**config.mk**
```make
export PLATFORM = sky130hd
export DESIGN_NAME = udt_tx_arbiter
export DESIGN_NICKNAME = d
export VERILOG_FILES = /design/src/rtl/udt_pkg.sv /design/src/rtl/udt_tx_arbiter.sv
export SDC_FILE = /design/constraint.sdc
export NUM_CORES = 1
export LEC_CHECK = 0
export BUFFER_PORTS_ARGS = -buffer_cell sky130_fd_sc_hd__buf_2
export CAP_MARGIN = 25
export CORE_AREA = 4 4 221 223
export CTS_CLUSTER_SIZE = 12
export DETAILED_ROUTE_END_ITERATION = 6
export DIE_AREA = 0 0 225 227
export PLACE_DENSITY = 0.43
export SLEW_MARGIN = 30
export SYNTH_ARGS = -nofsm -noshare
export SYNTH_HDL_FRONTEND = slang
export SYNTH_SLANG_ARGS = --single-unit
```
**constraint.sdc**
```tcl
create_clock -name udp_clk -period 4.13 [get_ports udp_clk]
set_input_delay 0.826 -clock udp_clk [delete_from_list [all_inputs] [get_ports udp_clk]]
set_output_delay 0.826 -clock udp_clk [all_outputs]
set_load 0.02 [all_outputs]
```
**src/rtl/udt_pkg.sv**
```systemverilog
// Shared constants for the UDT transmit path: arbiter state encoding and AXIS widths.
package udt_pkg;
  localparam int AXIS_DATA_W = 64;
  localparam int AXIS_KEEP_W = 8;

  typedef enum logic [1:0] {
    ARB_IDLE = 2'd0,
    ARB_CTRL = 2'd1,
    ARB_DATA = 2'd2
  } arb_state_t;
endpackage

```
**src/rtl/udt_tx_arbiter.sv**
```systemverilog
// Packet-level arbiter sharing the UDP transmit stream between the UDT control and data sources.
// Grants are whole packets; header fields are latched at grant and held for the packet.
module udt_tx_arbiter
  import udt_pkg::*;
#(
  parameter logic [47:0] FPGA_MAC_SRC   = 48'hba0203040506,
  parameter logic [31:0] FPGA_IP_SRC    = 32'hc0a8006f,
  parameter logic [31:0] PORT           = 32'd10086,
  parameter int          MAX_CTRL_BURST = 4
) (
  input  logic                   udp_clk,
  input  logic                   udp_areset,
  input  logic                   ctrl_tvalid,
  output logic                   ctrl_tready,
  input  logic                   ctrl_tlast,
  input  logic [AXIS_DATA_W-1:0] ctrl_tdata,
  input  logic [AXIS_KEEP_W-1:0] ctrl_tkeep,
  input  logic                   data_tvalid,
  output logic                   data_tready,
  input  logic                   data_tlast,
  input  logic [AXIS_DATA_W-1:0] data_tdata,
  input  logic [AXIS_KEEP_W-1:0] data_tkeep,
  input  logic [47:0]            cfg_mac_dest,
  input  logic [31:0]            cfg_ip_dest,
  input  logic [15:0]            cfg_port_dest,
  output logic                   udp_tx_tvalid,
  input  logic                   udp_tx_tready,
  output logic                   udp_tx_tlast,
  output logic [AXIS_DATA_W-1:0] udp_tx_tdata,
  output logic [AXIS_KEEP_W-1:0] udp_tx_tkeep,
  output logic [47:0]            udp_tx_mac_src,
  output logic [47:0]            udp_tx_mac_dest,
  output logic [31:0]            udp_tx_ip_src,
  output logic [31:0]            udp_tx_ip_dest,
  output logic [15:0]            udp_tx_port_src,
  output logic [15:0]            udp_tx_port_dest,
  output logic [31:0]            ctrl_pkt_cnt,
  output logic [31:0]            data_pkt_cnt
);

  localparam logic [3:0] BURST_LIM = 4'(MAX_CTRL_BURST);

  arb_state_t state;
  logic [3:0] starve_cnt;
  logic       ctrl_done, data_done, ctrl_win;

  assign udp_tx_mac_src  = FPGA_MAC_SRC;
  assign udp_tx_ip_src   = FPGA_IP_SRC;
  assign udp_tx_port_src = PORT[15:0];

  // Ctrl wins unless data is waiting and ctrl has used up its burst allowance.
  assign ctrl_win = ctrl_tvalid && (!data_tvalid || (starve_cnt < BURST_LIM));

  always_comb begin
    udp_tx_tvalid = 1'b0;
    udp_tx_tlast  = 1'b0;
    udp_tx_tdata  = '0;
    udp_tx_tkeep  = '0;
    ctrl_tready   = 1'b0;
    data_tready   = 1'b0;
    case (state)
      ARB_CTRL: begin
        udp_tx_tvalid = ctrl_tvalid;
        udp_tx_tlast  = ctrl_tlast;
        udp_tx_tdata  = ctrl_tdata;
        udp_tx_tkeep  = ctrl_tkeep;
        ctrl_tready   = udp_tx_tready;
      end
      ARB_DATA: begin
        udp_tx_tvalid = data_tvalid;
        udp_tx_tlast  = data_tlast;
        udp_tx_tdata  = data_tdata;
        udp_tx_tkeep  = data_tkeep;
        data_tready   = udp_tx_tready;
      end
      default: ;
    endcase
  end

  assign ctrl_done = (state == ARB_CTRL) && ctrl_tvalid && udp_tx_tready && ctrl_tlast;
  assign data_done = (state == ARB_DATA) && data_tvalid && udp_tx_tready && data_tlast;

  always_ff @(posedge udp_clk) begin
    if (udp_areset) begin
      state            <= ARB_IDLE;
      starve_cnt       <= '0;
      udp_tx_mac_dest  <= '0;
      udp_tx_ip_dest   <= '0;
      udp_tx_port_dest <= '0;
      ctrl_pkt_cnt     <= '0;
      data_pkt_cnt     <= '0;
    end else begin
      case (state)
        ARB_IDLE: begin
          if (ctrl_win || data_tvalid) begin
            udp_tx_mac_dest  <= cfg_mac_dest;
            udp_tx_ip_dest   <= cfg_ip_dest;
            udp_tx_port_dest <= cfg_port_dest;
          end
          if (ctrl_win) begin
            state <= ARB_CTRL;
            if (!data_tvalid)                 starve_cnt <= '0;
            else if (starve_cnt < BURST_LIM)  starve_cnt <= starve_cnt + 4'd1;
          end else if (data_tvalid) begin
            state      <= ARB_DATA;
            starve_cnt <= '0;
          end
        end
        ARB_CTRL: if (ctrl_done) begin
          state        <= ARB_IDLE;
          ctrl_pkt_cnt <= ctrl_pkt_cnt + 32'd1;
        end
        ARB_DATA: if (data_done) begin
          state        <= ARB_IDLE;
          data_pkt_cnt <= data_pkt_cnt + 32'd1;
        end
        default: state <= ARB_IDLE;
      endcase
    end
  end

endmodule

```
==> impl_metrics.yaml <==
clock_network:
  ctsLongestPathBuffers: 2
  postCtsSetupRepairBufs: 0
  root_buffer: "clkbuf_16"
  clk_pin_slew_ns: 0.07
  cts-hold-fix-buffers: 0
  cts.sinks: 166
  cts_htree_levels: 4
  cts_tree: "yes"
  ctsResizeCount: 0
  clk_latency_ns: 0.45
  cts-buffers-inserted: 17
route:
  drc: 0
  routed-via-count: 9312
  final_antenna_net_count: 0
  via_per_inst: 4.33
  drt_wl_total_microns: 40400
  drt-initial-drc-count: 436
  dr.pass1.iters: 5
  wl_per_cell_microns: 18.8
setup_path:
  critPathLaunchType: "register"
  reg2reg_to: "data_pkt_cnt[31]"
  critical_path_class: "register to primary output"
  crit_chain: "inv_1 > ha_2 > buf_4 > a22oi_1 > nor2b_1 > buf_2"
  crit_slowest_cell: "ha_2"
  path_max_fanout: 43
  critical_path_required_ns: 3.30
  critical-path-top-delay-family: "buffers and inverters"
  r2r_setup_slack_ns: 0.98
  critPathCaptureType: "primary output"
  slowest_delay_ns: 0.67
  ff2ff_path_depth: 6
  rr_startpoint: "state[0]"
  path_buf_inv: 3
  arrival_ns: 2.74
finish:
  final_cells: 2149
  area.growth.synth_to_final_pct: 38.3
  seqCellArea_sq_um: 3320
  fin_nets: 1780
  nFillCells: 5198
  multiInputGateArea_sq_um: 4550
  drive_above_1_share_pct: 35.1
  finish.instance_area_sq_um: 11900
  finalCoreUtilization_pct: 25.5
floorplan:
  coreArea_sq_um: 46600
  rows: 79
  io-pin-count: 579
  die_area_sq_um: 51100
  start_util_pct: 18.4
  die_w_microns: 225
  chipHeight_microns: 227
grt:
  gr-total-overflow: 0
  met3_usage_pct: 3.40
  grt.met2_usage_pct: 27.0
  track_usage_pct: 14.5
  antenna_found_initial: 8
  grt_max_degree: 77
  use_met1_pct: 15.9
  grt.busiest_layer: "met2"
  grt_pass1_wl_microns: 56200
  grt_pass1_vias: 8644
power:
  p_per_area_nw_per_um2: 420
  p_total_mw: 4.99
  intPower_mw: 3.26
  power.leakage_nw: 5.29
  irDropWorstVdd_mv: 0.287
  power.switching_mw: 1.73
  p_comb_share_pct: 29.2
  p_clk_share_pct: 35.1
  p_sw_share_pct: 34.6
  p_seq_share_pct: 35.7
worst_hold_path:
  min_path_type: "register to register"
  min_to: "udp_tx_mac_dest[37]"
  min_from: "udp_tx_mac_dest[37]"
  hold_depth: 2
sta:
  finalSetupTns_ns: 0
  period_minus_slack_ns: 3.57
  slew_violations: 0
  rsz0062_at_grt: "false"
  finalCritPeriodShare_pct: 86.4
  max_clock_freq_mhz: 280
  fin_ws_ns: 0.562
  relSlewSlack_pct: 43.4
  finalSetupViolations: 0
  worst_pin_slew_ns: 0.849
  finClkSkew_ns: 0.00960
  holdWs_ns: 0.450
  hold_viol_final: 0
yosys:
  syn-cell-area_sq_um: 8590
  synth_warnings: 0
  synth_area_per_cell_sq_um: 7.83
  synthCells: 1097
  synth-seq-cells: 166
  synth_flop_cell: "dfxtp_1"
  yosysSeqAreaShare_pct: 38.7
  synth_edf_count: 0
  async_flop_share_pct: 0
  ys_types: 41
placed_design:
  dp_hpwl_microns: 32600
  place_area_sq_um: 11200
  routabilityCongestion: 0.910
  place_inst: 2115
  pre_cts_ws_ns: 1.08
  io_buffers: 482
status:
  run_status: "completed"
run:
  cap_violations: 0
## cell families after synthesis
logic type               Yosys count  share of synthesized area [%]
AO/OA/AOI/OAI                    269                           18.8
XOR/XNOR                          13                           1.33
adder cells (fa/ha/maj)            6                          0.874
buffers and inverters            189                           12.9
flip-flops                       166                           38.7
multiplexers                       5                          0.641
other                              2                         0.0874
AND/OR/NAND/NOR                  447                           26.7
## routing by layer
layer	share of wire [%]	wire (microns)	up-vias
met3	6.3	2530	48
met1	37	15000	4377
met5	0.067	27	-
li1	-	-	4509
met4	3.3	1350	4
met2	53	21500	374
## worst max-delay path by stage
stage | from | end | slack (ns) | cells past startpoint
2_1_floorplan | ctrl_tvalid | ctrl_pkt_cnt[14] | 1.66 | 7
3_3_place_gp | state[0] | data_pkt_cnt[31] | 1.14 | 6
3_5_place_dp | state[0] | data_pkt_cnt[31] | 1.08 | 6
4_1_cts | state[1] | udp_tx_tdata[27] | 0.60 | 4
5_1_grt | state[0] | udp_tx_tdata[40] | 0.41 | 6
6_report | state[0] | udp_tx_tdata[14] | 0.56 | 6
## layout by cell type, fill, tap and decap left out, types with 17 or more instances in the layout
| cell type | netlist | layout |
|---|---|---|
| clkbuf_16 | 0 | 17 |
| or3_1 | 18 | 18 |
| nor2_1 | 22 | 22 |
| nand4_1 | 19 | 19 |
| nand2_1 | 222 | 222 |
| nor2b_1 | 79 | 78 |
| a21oi_1 | 145 | 145 |
| or4_1 | 35 | 35 |
| a22oi_1 | 76 | 76 |
| buf_2 | 5 | 481 |
| o21ai_0 | 17 | 17 |
| o31ai_1 | 29 | 29 |
| dfxtp_1 | 166 | 166 |
| conb_1 | 2 | 96 |
## cell usage after synthesis (2+ instances only)
cell type | n | area, sq um
a21oi_1 | 145 | 726
buf_1 | 18 | 67.6
o21ai_0 | 17 | 85.1
ha_1 | 6 | 75.1
and4_2 | 2 | 20.0
buf_2 | 5 | 25.0
and2_2 | 2 | 15.0
nor3_1 | 2 | 10.0
a22oi_1 | 76 | 571
nor2_1 | 22 | 82.6
buf_4 | 99 | 743
mux2_2 | 4 | 45.0
dfxtp_1 | 166 | 3320
or4_1 | 35 | 263
nand2_1 | 222 | 833
inv_1 | 12 | 45.0
xnor2_1 | 10 | 87.6
conb_1 | 2 | 7.51
nor3b_1 | 2 | 15.0
nand2b_1 | 2 | 12.5
nand3_1 | 16 | 80.1
and4_1 | 9 | 78.8
o31ai_1 | 29 | 218
clkbuf_1 | 51 | 191
and3_1 | 4 | 25.0
and2_1 | 2 | 12.5
or3_1 | 18 | 113
nand4_4 | 3 | 63.8
nor2b_1 | 79 | 494
nor4_1 | 6 | 37.5
nand4_1 | 19 | 119
xor2_1 | 3 | 26.3
## cell type report
type                            instances  area share, %
Antenna cell                            2         0.0421
Multi-Input combinational cell        836           38.3
Clock buffer                           21           3.88
Clock inverter                         11           1.46
Sequential cell                       166           28.0
Inverter                               12          0.379
Tap cell                              607           6.39
Timing Repair Buffer                  494           21.6
## power by group through the flow
stage	clock network, mW	logic (mW)	registers [mW]
2_1_floorplan	0	0.797	1.96
3_3_place_gp	0	1.45	1.82
3_5_place_dp	0	1.48	1.82
4_1_cts	1.81	1.48	1.78
5_1_grt	1.87	1.58	1.80
6_report	1.75	1.46	1.78
## tightest hold or removal path: cells and delay by family (launching register included)
kind	cells	cell delay, ns
simple gates	1	0.05
compound gates	1	0.05
flops	1	0.30
## sequential cells by signal (all words and copies together), names as in the netlist
register	count
data_pkt_cnt	32
ctrl_pkt_cnt	32
udp_tx_port_dest	16
starve_cnt	4
state	2
udp_tx_mac_dest	48
udp_tx_ip_dest	32
Note: power is estimated with default switching activity, not from simulation.
